==> config.mk <==
export PLATFORM = sky130hd
export DESIGN_NAME = debounce_array
export DESIGN_NICKNAME = d
export VERILOG_FILES = /design/src/rtl/debounce_array.sv
export SDC_FILE = /design/constraint.sdc
export NUM_CORES = 1
export LEC_CHECK = 0
export CORE_MARGIN = 2
export CORE_UTILIZATION = 54
export CTS_CLUSTER_DIAMETER = 80
export DETAILED_ROUTE_END_ITERATION = 10
export PLACE_DENSITY_LB_ADDON = 0.1
export SYNTH_ARGS = -nofsm -noshare
export SYNTH_HDL_FRONTEND = slang
export SYNTH_SLANG_ARGS = --single-unit
==> constraint.sdc <==
create_clock -name clk -period 2.1 [get_ports clk]
set_clock_uncertainty 0.05 [all_clocks]
set_input_delay 0.315 -clock clk [delete_from_list [all_inputs] [get_ports clk]]
set_output_delay 0.315 -clock clk [all_outputs]
set_load 0.05 [all_outputs]
==> src/rtl/debounce_array.sv <==
// debounce_array: multi-channel button debouncer with optional long-press detect.
//
// Each channel passes its raw input through an optional inversion, a 2-FF
// synchroniser and a symmetric debounce counter. Both press and release are
// filtered. Every channel is independent; all logic is on one clock.
//
// Optional build macro: LONG_PRESS_EN adds per-channel hold counters that
// drive long_press; without it, long_press is tied to 0.
//
// Ports:
//   clk            system clock, rising edge
//   rst            synchronous active-high reset
//   button         raw asynchronous inputs, bit i = channel i
//   level          debounced state, 1 = pressed
//   press          one-cycle pulse on level 0->1
//   release_pulse  one-cycle pulse on level 1->0 ("release" is a reserved word)
//   long_press     one-cycle pulse after LONG_CYCLES of continuous level=1
module debounce_array #(
  parameter int unsigned CHANNELS      = 4,
  parameter int unsigned STABLE_CYCLES = 50000,
  parameter logic        ACTIVE_LOW    = 1'b0,
  parameter int unsigned LONG_CYCLES   = 50000000
) (
  input  logic                clk,
  input  logic                rst,
  input  logic [CHANNELS-1:0] button,
  output logic [CHANNELS-1:0] level,
  output logic [CHANNELS-1:0] press,
  output logic [CHANNELS-1:0] release_pulse,
  output logic [CHANNELS-1:0] long_press
);

  localparam int unsigned CW = $clog2(STABLE_CYCLES + 1);
  localparam logic [CW-1:0] LAST = CW'(STABLE_CYCLES - 1);

  logic [CHANNELS-1:0] in_v;
  logic [CHANNELS-1:0] s1;
  logic [CHANNELS-1:0] s2;
  logic [CW-1:0]       cnt [CHANNELS];

  assign in_v = button ^ {CHANNELS{ACTIVE_LOW}};

  always_ff @(posedge clk) begin
    if (rst) begin
      s1            <= '0;
      s2            <= '0;
      level         <= '0;
      press         <= '0;
      release_pulse <= '0;
      for (int unsigned i = 0; i < CHANNELS; i++) begin
        cnt[i] <= '0;
      end
    end else begin
      s1 <= in_v;
      s2 <= s1;
      for (int unsigned i = 0; i < CHANNELS; i++) begin
        press[i]         <= 1'b0;
        release_pulse[i] <= 1'b0;
        if (s2[i] == level[i]) begin
          // any return to the current level discards the partial count
          cnt[i] <= '0;
        end else if (cnt[i] == LAST) begin
          cnt[i]           <= '0;
          level[i]         <= ~level[i];
          press[i]         <= ~level[i];
          release_pulse[i] <= level[i];
        end else begin
          cnt[i] <= cnt[i] + CW'(1);
        end
      end
    end
  end

`ifdef LONG_PRESS_EN
  localparam int unsigned HW = $clog2(LONG_CYCLES + 1);
  localparam logic [HW-1:0] HOLD_MAX = HW'(LONG_CYCLES);

  logic [HW-1:0] hold [CHANNELS];

  // Hold counter saturates at HOLD_MAX so the pulse fires once per press.
  always_ff @(posedge clk) begin
    if (rst) begin
      long_press <= '0;
      for (int unsigned i = 0; i < CHANNELS; i++) begin
        hold[i] <= '0;
      end
    end else begin
      for (int unsigned i = 0; i < CHANNELS; i++) begin
        long_press[i] <= 1'b0;
        if (!level[i]) begin
          hold[i] <= '0;
        end else if (hold[i] != HOLD_MAX) begin
          hold[i]       <= hold[i] + HW'(1);
          long_press[i] <= (hold[i] == HOLD_MAX - HW'(1));
        end
      end
    end
  end
`else
  assign long_press = '0;
`endif

endmodule

Word-level counts from Yosys, hierarchy flattened
Memories as Yosys holds them, arrays and structs flattened.
Index checks and enable logic that the tools add are counted.
{"block": "totals", "ramBits": 64, "out_inout_bits": 16, "memories": 1, "word_cells": 117, "input_bits": 6, "reg_bits": 20}
{"block": "classes", "eq_ne": 8, "reduce_logical": 8, "muxes": 58, "add_sub_neg": 4, "bitwise_logic": 24}
{"memory": "cnt", "words": 4, "word_bits": 16, "read_ports": 4, "rd_ports_with_merged_regs": 0, "wr": 4, "line": "39", "rtl": "logic [CW-1:0] cnt [CHANNELS];"}
{"operator": "two-way mux 16 bit", "n": 12}
{"operator": "adder 16 x 1 -> 16 bit, second input constant", "n": 4}
{"operator": "== test 16 bit, second input constant", "n": 4}
{"operator": "two-way mux 1 bit", "n": 46}
{"operator": "NOT 1 bit", "n": 12}
{"operator": "bitwise OR 1 bit", "n": 12}
{"operator": "OR reduction 3 bit", "n": 4}
{"operator": "AND reduction 2 bit", "n": 4}
{"operator": "== test 1 bit", "n": 4}

Depth between registers and ports, before layout
Gate-level depths: netlist of the first run.
An unclocked memory read counts as a cell.
{"block": "depth", "ltp_word": 8, "depth_mapped": 7}

Worst setup path before layout of the first run
OpenSTA, ideal clock, no wires.
{"block": "synth_path", "path_kind": "flip-flop to flip-flop", "start": "memory cnt[1][10] (netlist bit)", "end": "memory cnt[1][6] (netlist bit), data pin", "required_ns": 1.796, "n_path_buf": 2, "path_stages_with_launch": 7, "slack_ns": -0.050, "setup_ns": 0.254, "arrival_time_ns": 1.845, "cell_sequence": "edfxtp_1 or4b_1 or4_1 buf_2 nand2_4 buf_6 nor2_1"}
{"element": "from (decl)", "line": "39"}

==> metrics.csv, run 1 <==
stage;metric;value;unit
clocking;hold_buffers;0;
yosys;avgSynthCellArea;11.0;um^2
yosys;synth_edf_count;64;
setup_path;required;2.15;ns
drt;drt_iter0_drc;108;
timing;clock.fmax;0.492;GHz
pwr;power_density;625;nW/um^2
yosys;syn_area;4110;um^2
clocking;clockRootBuffer;clkbuf_8;
floorplan;start_util;56.1;%
clocking;numCtsBuffers;9;
timing;slew_headroom;66.3;%
pwr;p_leak;0.00182;uW
place;numPlacedInstances;571;
yosys;synth_area_leaders;edfxtp_1 47%, dfxtp_1 9.7%, xnor2_1 8.7%;
floorplan;fp-row-count;31;
floorplan;core-area;7330;um^2
clocking;cts_max_path_buffers;2;
timing;setup_tns;0;ns
timing;period_share;96.7;%
cells_and_area;fillers;574;
cells_and_area;nets;494;
floorplan;io_pins;22;
global_routing;antenna_found_initial;0;
global_routing;grt_util_all_layers;18.2;%
yosys;yosys.cell_count.top_type;nor2_1;
clocking;clk_pin_slew_worst_paths;0.08;ns
global_routing;grt_max_degree;19;
floorplan;die_h;91.3;um
place;place_hpwl;5000;um
cells_and_area;stdcell_count;588;
status;outcome;finished clean;
drt;postRouteAntennaNets;0;
drt;firstDrtPassIters;4;
yosys;synth.top_cells.by_count;71 x nor2_1, 64 x edfxtp_1, 41 x xnor2_1;
timing;worstMarginPinSlew;0.505;ns
flow_run;max-cap-violations;0;
drt;wire_per_inst;11.6;um
setup_path;start_kind;flip-flop;
drt;wirelength;6850;um
timing;hold_viol;0;
cells_and_area;area_growth;21.1;%
pwr;vdd_drop_max;0.363;mV
drt;viasPerCell;4.90;
global_routing;grt_pass1_wl;12300;um
yosys;ys_types;40;
place;gp_congestion;0.816;
timing;rsz0062_at_grt;yes;
yosys;synthCells;375;
yosys;ys_seq_elements;84;
min_path;hp-class;flip-flop to flip-flop;
floorplan;die_w;91.3;um
cells_and_area;drive_above_1_share;9.61;%
setup_path;crit_path_end_kind;flip-flop;
global_routing;grt_pass1_vias;2842;
drt;drcViolationCount;0;
yosys;synth.top_cell.area_share;46.7;%
place;io_buffers;17;
yosys;ys_seq_area_share;56.5;%
clocking;post_cts_buffers;0;
yosys;yosys_warnings;0;
clocking;cts.sinks;84;
yosys;async_reset_ff_share;0;%
clocking;h-tree-depth;3;
setup_path;critPathArrivalTime;2.08;ns
clocking;clock_latency;0.35;ns
setup_path;crit_type;flip-flop to flip-flop;
floorplan;die-area;8330;um^2
drt;vias;2879;
yosys;yosys.area.top_type;edfxtp_1;
yosys;synth_ff_type;edfxtp_1;
clocking;cts_tree;done;
global_routing;gr-total-overflow;0;
timing;setup_viol;0;
setup_path;path_max_fanout;7;
timing;min_period;2.03;ns
timing;slew_violations;0;
cells_and_area;utilization;67.9;%
cells_and_area;insertedDiodeCount;0;
-- final cells by class --
class	count	area (um^2)	share of cell area, %
flip-flops and latches	84	2320	46.6
multi-input cells	334	1950	39.1
repair buffers	43	368	7.39
clock buffers	14	163	3.27
well taps	99	124	2.49
inverters	12	45.0	0.905
clock inverters	2	10.0	0.201
-- path summary, 6_finish.rpt --
path,start,end,slack (ns),cells after the start
worst max-delay path,cnt[3][10]$_SDFFCE_PN0P_,cnt[3][12]$_SDFFCE_PN0P_,0.07,4
worst min-delay path,s1[3]$_SDFF_PP0_,s2[3]$_SDFF_PP0_,0.38,1
worst max register to register,cnt[3][10]$_SDFFCE_PN0P_,cnt[3][12]$_SDFFCE_PN0P_,0.07,4
worst min register to register,s1[3]$_SDFF_PP0_,s2[3]$_SDFF_PP0_,0.38,1
-- power by group --
| group | internal (uW) | switching [uW] |
|---|---|---|
| clock | 493 | 535 |
| combinational | 80.5 | 104 |
| sequential | 1840 | 52.3 |
-- metal layers --
layer,GRT usage (%),routed length (um),up-vias
li1,-,-,1492
met1,24.4,3310,1325
met2,28.1,3220,55
met3,4.73,266,7
met4,7.70,58,0
met5,0,0,-
-- cell usage in the layout, fill, tap and decap left out, types with 2 or more instances in the layout --
cell type / n
a21oi_1: 3
and3_1: 7
and4_1: 2
buf_4: 26
clkbuf_1: 3
clkbuf_8: 11
clkdlybuf4s50_1: 16
clkinv_2: 2
conb_1: 68
dfxtp_1: 20
edfxtp_1: 64
ha_1: 4
inv_1: 12
mux2i_1: 4
nand2_1: 16
nand2b_1: 3
nand3_1: 15
nand4_1: 18
nand4b_1: 2
nor2_1: 71
nor2b_1: 8
nor3_1: 18
nor4_1: 13
nor4b_1: 3
nor4bb_1: 3
or4_1: 2
or4_4: 2
or4bb_1: 3
xnor2_1: 41
xor2_1: 15
-- logic make-up (layout without fill, tap and decap cells) --
family | count (synthesis) | after routing | synth area share, %
other | 2 | 68 | 0.183
buffers and inverters | 24 | 71 | 2.86
xor gates and xnor gates | 56 | 56 | 11.9
DFF | 84 | 84 | 56.5
muxes | 4 | 4 | 0.974
and+or+nand+nor | 194 | 195 | 25.3
AOI/OAI and AO/OA | 7 | 7 | 1.10
adders and majority gates | 4 | 4 | 1.22
-- through the flow --
| step | hold WS, ns | power [uW] | area, um^2 | worst slack (ns) |
|---|---|---|---|---|
| final | 0.381 | 3110 | 4980 | 0.0684 |
| after global routing | 0.406 | 3250 | 4980 | -0.0104 |
| after CTS | 0.388 | 3140 | 4950 | 0.00203 |
| after detailed placement | 0.373 | 2110 | 4780 | 0.0290 |
| after global placement | 0.368 | 2110 | 4780 | 0.0481 |
| after floorplan | 0.364 | 2060 | 4370 | -0.00934 |
-- sequential cells by signal, indices dropped and copies added, names as in the netlist --
register and flops:
cnt 64, release_pulse 4, level 4, s1 4, press 4, s2 4
-- critical path, cell delays in order (launching register included) --
cell	delay, ns
edfxtp_1	0.38
or4bb_1	0.52
or4_4	0.59
nand2b_2	0.18
nor2_1	0.07
-- what timing repair did --
action / 4_1_cts / 5_1_grt
gates resized for setup: 0 / 3
endpoints found under the hold margin: 0 / 0
setup endpoints to repair: 0 / 22
Note: power is estimated with default switching activity, not from simulation.
==> run 2, diff against run 1 <==
--- a/config.mk
+++ b/config.mk
@@ -9,3 +9,2 @@
 export CORE_UTILIZATION = 54
-export CTS_CLUSTER_DIAMETER = 80
 export DETAILED_ROUTE_END_ITERATION = 10
==> constraint.sdc (replaced) <==
create_clock -name clk -period 2.1 [get_ports clk]
set_clock_uncertainty 0.05 [all_clocks]
set_input_delay 0.42 -clock clk [delete_from_list [all_inputs] [get_ports clk]]
set_output_delay 0.42 -clock clk [all_outputs]
set_load 0.05 [all_outputs]
==> run 2 against run 1 <==
  * First-iteration DRC count down 15%
  * Final cell count up 0.17%
  * Die area unchanged
  * Sequential power about the same
  * Largest cell class unchanged
  * Highest routed layer unchanged
==> metrics.csv, run 2 (synthesized netlist as in run 1, its figures left out) <==
stage;metric;value;unit
global_routing;grt_util_all_layers;18.5;%
timing;hold_ws;0.389;ns
floorplan;core-area;7330;um^2
setup_path;crit_type;flip-flop to flip-flop;
cells_and_area;insertedDiodeCount;0;
flow_run;max-cap-violations;0;
cells_and_area;drive_above_1_share;9.59;%
timing;hold_viol;0;
timing;setup_tns;0;ns
pwr;power_density;645;nW/um^2
global_routing;gr-total-overflow;0;
clocking;numCtsBuffers;9;
setup_path;required;2.31;ns
global_routing;grt_max_degree;16;
place;gp_congestion;0.813;
global_routing;antenna_found_initial;0;
floorplan;die_h;91.3;um
timing;min_period;2.06;ns
clocking;hold_buffers;0;
setup_path;path_max_fanout;3;
cells_and_area;area_growth;21.4;%
timing;rsz0062_at_grt;yes;
place;io_buffers;17;
cells_and_area;nets;495;
cells_and_area;largest_reg_flops;64;
cells_and_area;regMostFlops;cnt;
global_routing;grt_pass1_wl;12500;um
drt;wirelength;6980;um
drt;vias;2933;
setup_path;cp_top_family;simple AND/OR/NAND/NOR gates;
timing;slew_headroom;66.5;%
cells_and_area;final_common_cell;nor2_1;
drt;wire_per_inst;11.9;um
clocking;clk_pin_slew_worst_paths;0.07;ns
setup_path;crit_path_end_kind;flip-flop;
pwr;vdd_drop_max;0.444;mV
floorplan;die-area;8330;um^2
cells_and_area;fillers;580;
cells_and_area;final_cell_mix;71 x nor2_1, 68 x conb_1, 64 x edfxtp_1;
timing;clock.fmax;0.485;GHz
setup_path;cpMaxStageDelayCell;or4_4;
timing;worstMarginPinSlew;0.501;ns
setup_path;critical_path.max_stage_delay;0.59;ns
drt;postRouteAntennaNets;0;
floorplan;die_w;91.3;um
timing;period_share;98.1;%
drt;firstDrtPassIters;4;
cells_and_area;utilization;68.1;%
setup_path;critPathArrivalTime;2.27;ns
status;outcome;finished clean;
cells_and_area;ff_latch_area;2320;um^2
setup_path;start_kind;flip-flop;
clocking;clockRootBuffer;clkbuf_8;
clocking;cts_tree;done;
clocking;clock_latency;0.35;ns
drt;drcViolationCount;0;
clocking;h-tree-depth;3;
global_routing;grt_pass1_vias;2897;
setup_path;crit_chain;or4bb_1 -> or4_4 -> buf_4 -> nor4b_2;
pwr;p_leak;0.00186;uW
place;place_hpwl;5090;um
place;place_ws;0.0338;ns
clocking;cts.sinks;84;
floorplan;io_pins;22;
timing;slew_violations;0;
timing;setup_ws;0.0394;ns
min_path;hp-class;flip-flop to flip-flop;
cells_and_area;multi_input_area;1930;um^2
floorplan;fp-row-count;31;
timing;setup_viol;0;
clocking;cts_max_path_buffers;2;
drt;viasPerCell;4.98;
floorplan;start_util;56.1;%
setup_path;reg2reg_slack;0.04;ns
drt;drt_iter0_drc;92;
setup_path;crit_buf_inv;1;
## run 2: cell types whose count changed in the layout (fill, tap and decap cells not counted), sizes merged
cell	delta
buf	+2
clkdlybuf4s50	-2
bufinv	+1
clkinv	-1
dlygate4sd2	+1
dlymetal6s2s	+1
nand2b	-1
## run 2: worst paths after layout
kind              cells past startpoint                  end                      from
setup / recovery                      4  press[1]$_SDFF_PP0_  cnt[1][12]$_SDFFCE_PN0P_
setup reg to reg                      4  press[1]$_SDFF_PP0_  cnt[1][12]$_SDFFCE_PN0P_
hold reg to reg                       1     s2[3]$_SDFF_PP0_          s1[3]$_SDFF_PP0_
hold / removal                        1     s2[3]$_SDFF_PP0_          s1[3]$_SDFF_PP0_
## run 2: per-layer routing
metal  vias up  part of all wire, %  wire (um)  GRT usage, %
li1       1491                    -          -             -
met1      1374                   48       3370          23.7
met2        56                   47       3260          30.8
met3        12                  3.1        216          3.57
met4         0                  1.9        134          7.95
met5         -                    0          0             0
## run 2: worst register-to-register path, cell delays in order, from the launching register on
cell and delay, ns:
edfxtp_1 0.38, or4bb_1 0.52, or4_4 0.59, buf_4 0.18
nor4b_2 0.25
## run 2: where the power goes
part	total [uW]	switching, uW	internal, uW	leakage [uW]
clock	1130	551	584	0.0000947
combinational	186	105	81.6	0.000941
sequential	1900	52.9	1840	0.000823
## run 2: layout make-up
| class | instances | share of cell area (%) |
|---|---|---|
| repair buffers | 45 | 7.69 |
| clock inverters | 2 | 0.702 |
| flip-flops and latches | 84 | 46.5 |
| inverters | 12 | 0.902 |
| well taps | 99 | 2.48 |
| multi-input cells | 333 | 38.6 |
| clock buffers | 14 | 3.06 |
## run 2: through the flow
step	area, um^2	cells	power [uW]
after floorplan	4370	441	2060
after global placement	4790	572	2110
after detailed placement	4790	572	2120
after CTS	4980	588	3240
after global routing	4990	589	3340
final	4990	589	3220
## run 2: repair_timing
action / CTS / global route
buffers inserted: 0 / 1
gates resized for setup: 2 / 2
setup endpoints to repair: 2 / 13
pin swaps: 0 / 0
==> patch: new RTL, config.mk and constraints of run 1 <==
Change the parameter `ACTIVE_LOW` from 1'b0 to 1'b1.
--- a/src/rtl/debounce_array.sv
+++ b/src/rtl/debounce_array.sv
@@ -20,3 +20,3 @@
   parameter int unsigned STABLE_CYCLES = 50000,
-  parameter logic        ACTIVE_LOW    = 1'b0,
+  parameter logic        ACTIVE_LOW    = 1'b1,
   parameter int unsigned LONG_CYCLES   = 50000000
Formal check against the unedited RTL: same outputs for any inputs over 10 cycles, from zero or initial values and one cycle with rst high; that may be too few to reach the edited logic, so the function may still have changed.
==> patch against run 1 <==
Wire length up 4.7%. Sequential cell count unchanged. Sequential share of layout area down 0.65 points. Worst setup slack got worse by 0.061 ns. Synthesized area is 0.61% higher. Power is 1.6% lower. Final area grew 1.4%. Via count is 3.3% higher.
==> patch: results (changes against run 1) <==
Hold path
  – WHS Endpoint: s2[2] (was s2[3])

Placement
  – Dpl cells: 584 (was 571)
  – Area after DPL: 4850 um^2 (was 4780 um^2)
  – HPWL after DPL: 5180 um (was 5000 um)
  – Dpl ws: -0.0655 ns (was 0.0290 ns)

Synth
  – Yosys cell types: 41 (was 40)
  – Average size of a mapped cell: 10.7 um^2 (was 11.0 um^2)
  – Synth area leaders: edfxtp_1 46%, xnor2_1 9.9%, dfxtp_1 9.7% (was edfxtp_1 47%, dfxtp_1 9.7%, xnor2_1 8.7%)
  – Post-synth top cells: 75 x nor2_1, 64 x edfxtp_1, 47 x xnor2_1 (was 71 x nor2_1, 64 x edfxtp_1, 41 x xnor2_1)

Worst setup path
  – CP max FO: 15 (was 7)
  – R2R setup slack: 0.007 ns (was 0.07 ns)
  – Reg2reg path depth: 5 (was 4)
  – WP data arrival: 2.14 ns (was 2.08 ns)
  – Worst reg2reg endpoint: cnt[1][11] (was cnt[3][12])

Global routing
  – Met2 Use GR: 31.4% (was 28.1%)
  – M1 GR Usage: 24.2% (was 24.4%)
  – Vias in the first global route: 2,947 (was 2,842)
  – Global-route wire length before repair: 12,700 um (was 12,300 um)
  – Largest net degree at the start of global routing: 17 (was 19)

Drt
  – Initial drt markers: 98 (was 108)
  – Final wirelength: 7170 um (was 6850 um)

Final layout
  – Fin cells: 603 (was 588)
  – Final #Nets: 510 (was 494)

Power
  – Pleak: 0.00177 uW (was 0.00182 uW)
  – Worst VDD drop: 368 uV (was 363 uV)

Run status
  – Outcome: complete, no violations (unchanged)
[patch: changes by cell type after synthesis, sizes merged, moves of 4 or more]
cell          run 1  this run
xor2             15         8
or3               1         5
nand3            15        23
o21ai             1         7
nor2             71        75
xnor2            41        47
[patch: cells by family (layout without fill, tap and decap cells)]
family	after synthesis	in the layout	share of synthesized area, %
simple gates	204	204	25.5
flops	84	84	56.1
xor+xnor	55	55	11.6
buf+inv	23	73	2.78
compound gates	14	14	2.12
fa+ha+maj	4	4	1.21
other cells	2	68	0.182
mux	2	2	0.484
[patch: per-layer routing]
| metal | share of wire [%] | up-vias |
|---|---|---|
| li1 | - | 1540 |
| met1 | 48 | 1394 |
| met2 | 48 | 31 |
| met3 | 2.3 | 10 |
| met4 | 1.6 | 0 |
| met5 | 0 | - |
[patch: timing repair]
action,CTS,global route
buffers inserted,2,2
setup endpoints to repair,24,18
pin swaps,1,0
resized for setup,1,1
hold endpoints to repair,0,0
[patch: final cells by class]
type	count	area, um^2	share of cell area, %
sequential	84	2320	46.0
multi-input combinational	347	1970	39.0
timing repair buffer	48	440	8.72
clock buffer	9	124	2.45
tap	99	124	2.45
inverter	10	37.5	0.743
clock inverter	6	32.5	0.644
[patch: per-stage QoR]
step,power [uW],utilization (%)
after floorplan,2060,-
final,3060,68.9
after global routing,3190,68.9
after global placement,2120,66.2
after CTS,3090,68.6
after detailed placement,2130,66.2
[patch: worst max path at each step]
| stage | from | endpoint | slack (ns) | cells past startpoint |
|---|---|---|---|---|
| 4_1_cts | cnt[1][4] | cnt[1][11] | 0.004 | 5 |
| 2_1_floorplan | cnt[0][13] | cnt[0][1] | -0.07 | 4 |
| 3_3_place_gp | cnt[0][13] | cnt[0][1] | -0.04 | 4 |
| 3_5_place_dp | cnt[0][7] | cnt[0][1] | -0.07 | 4 |
| 6_report | cnt[1][4] | cnt[1][11] | 0.007 | 5 |
| 5_1_grt | cnt[1][4] | cnt[1][3] | -0.05 | 5 |
[patch: report_power, final]
group / internal [uW] / switching [uW] / total, uW
Combinational: 89.1 / 110 / 200
Sequential: 1840 / 55.6 / 1900
Clock: 410 / 551 / 962
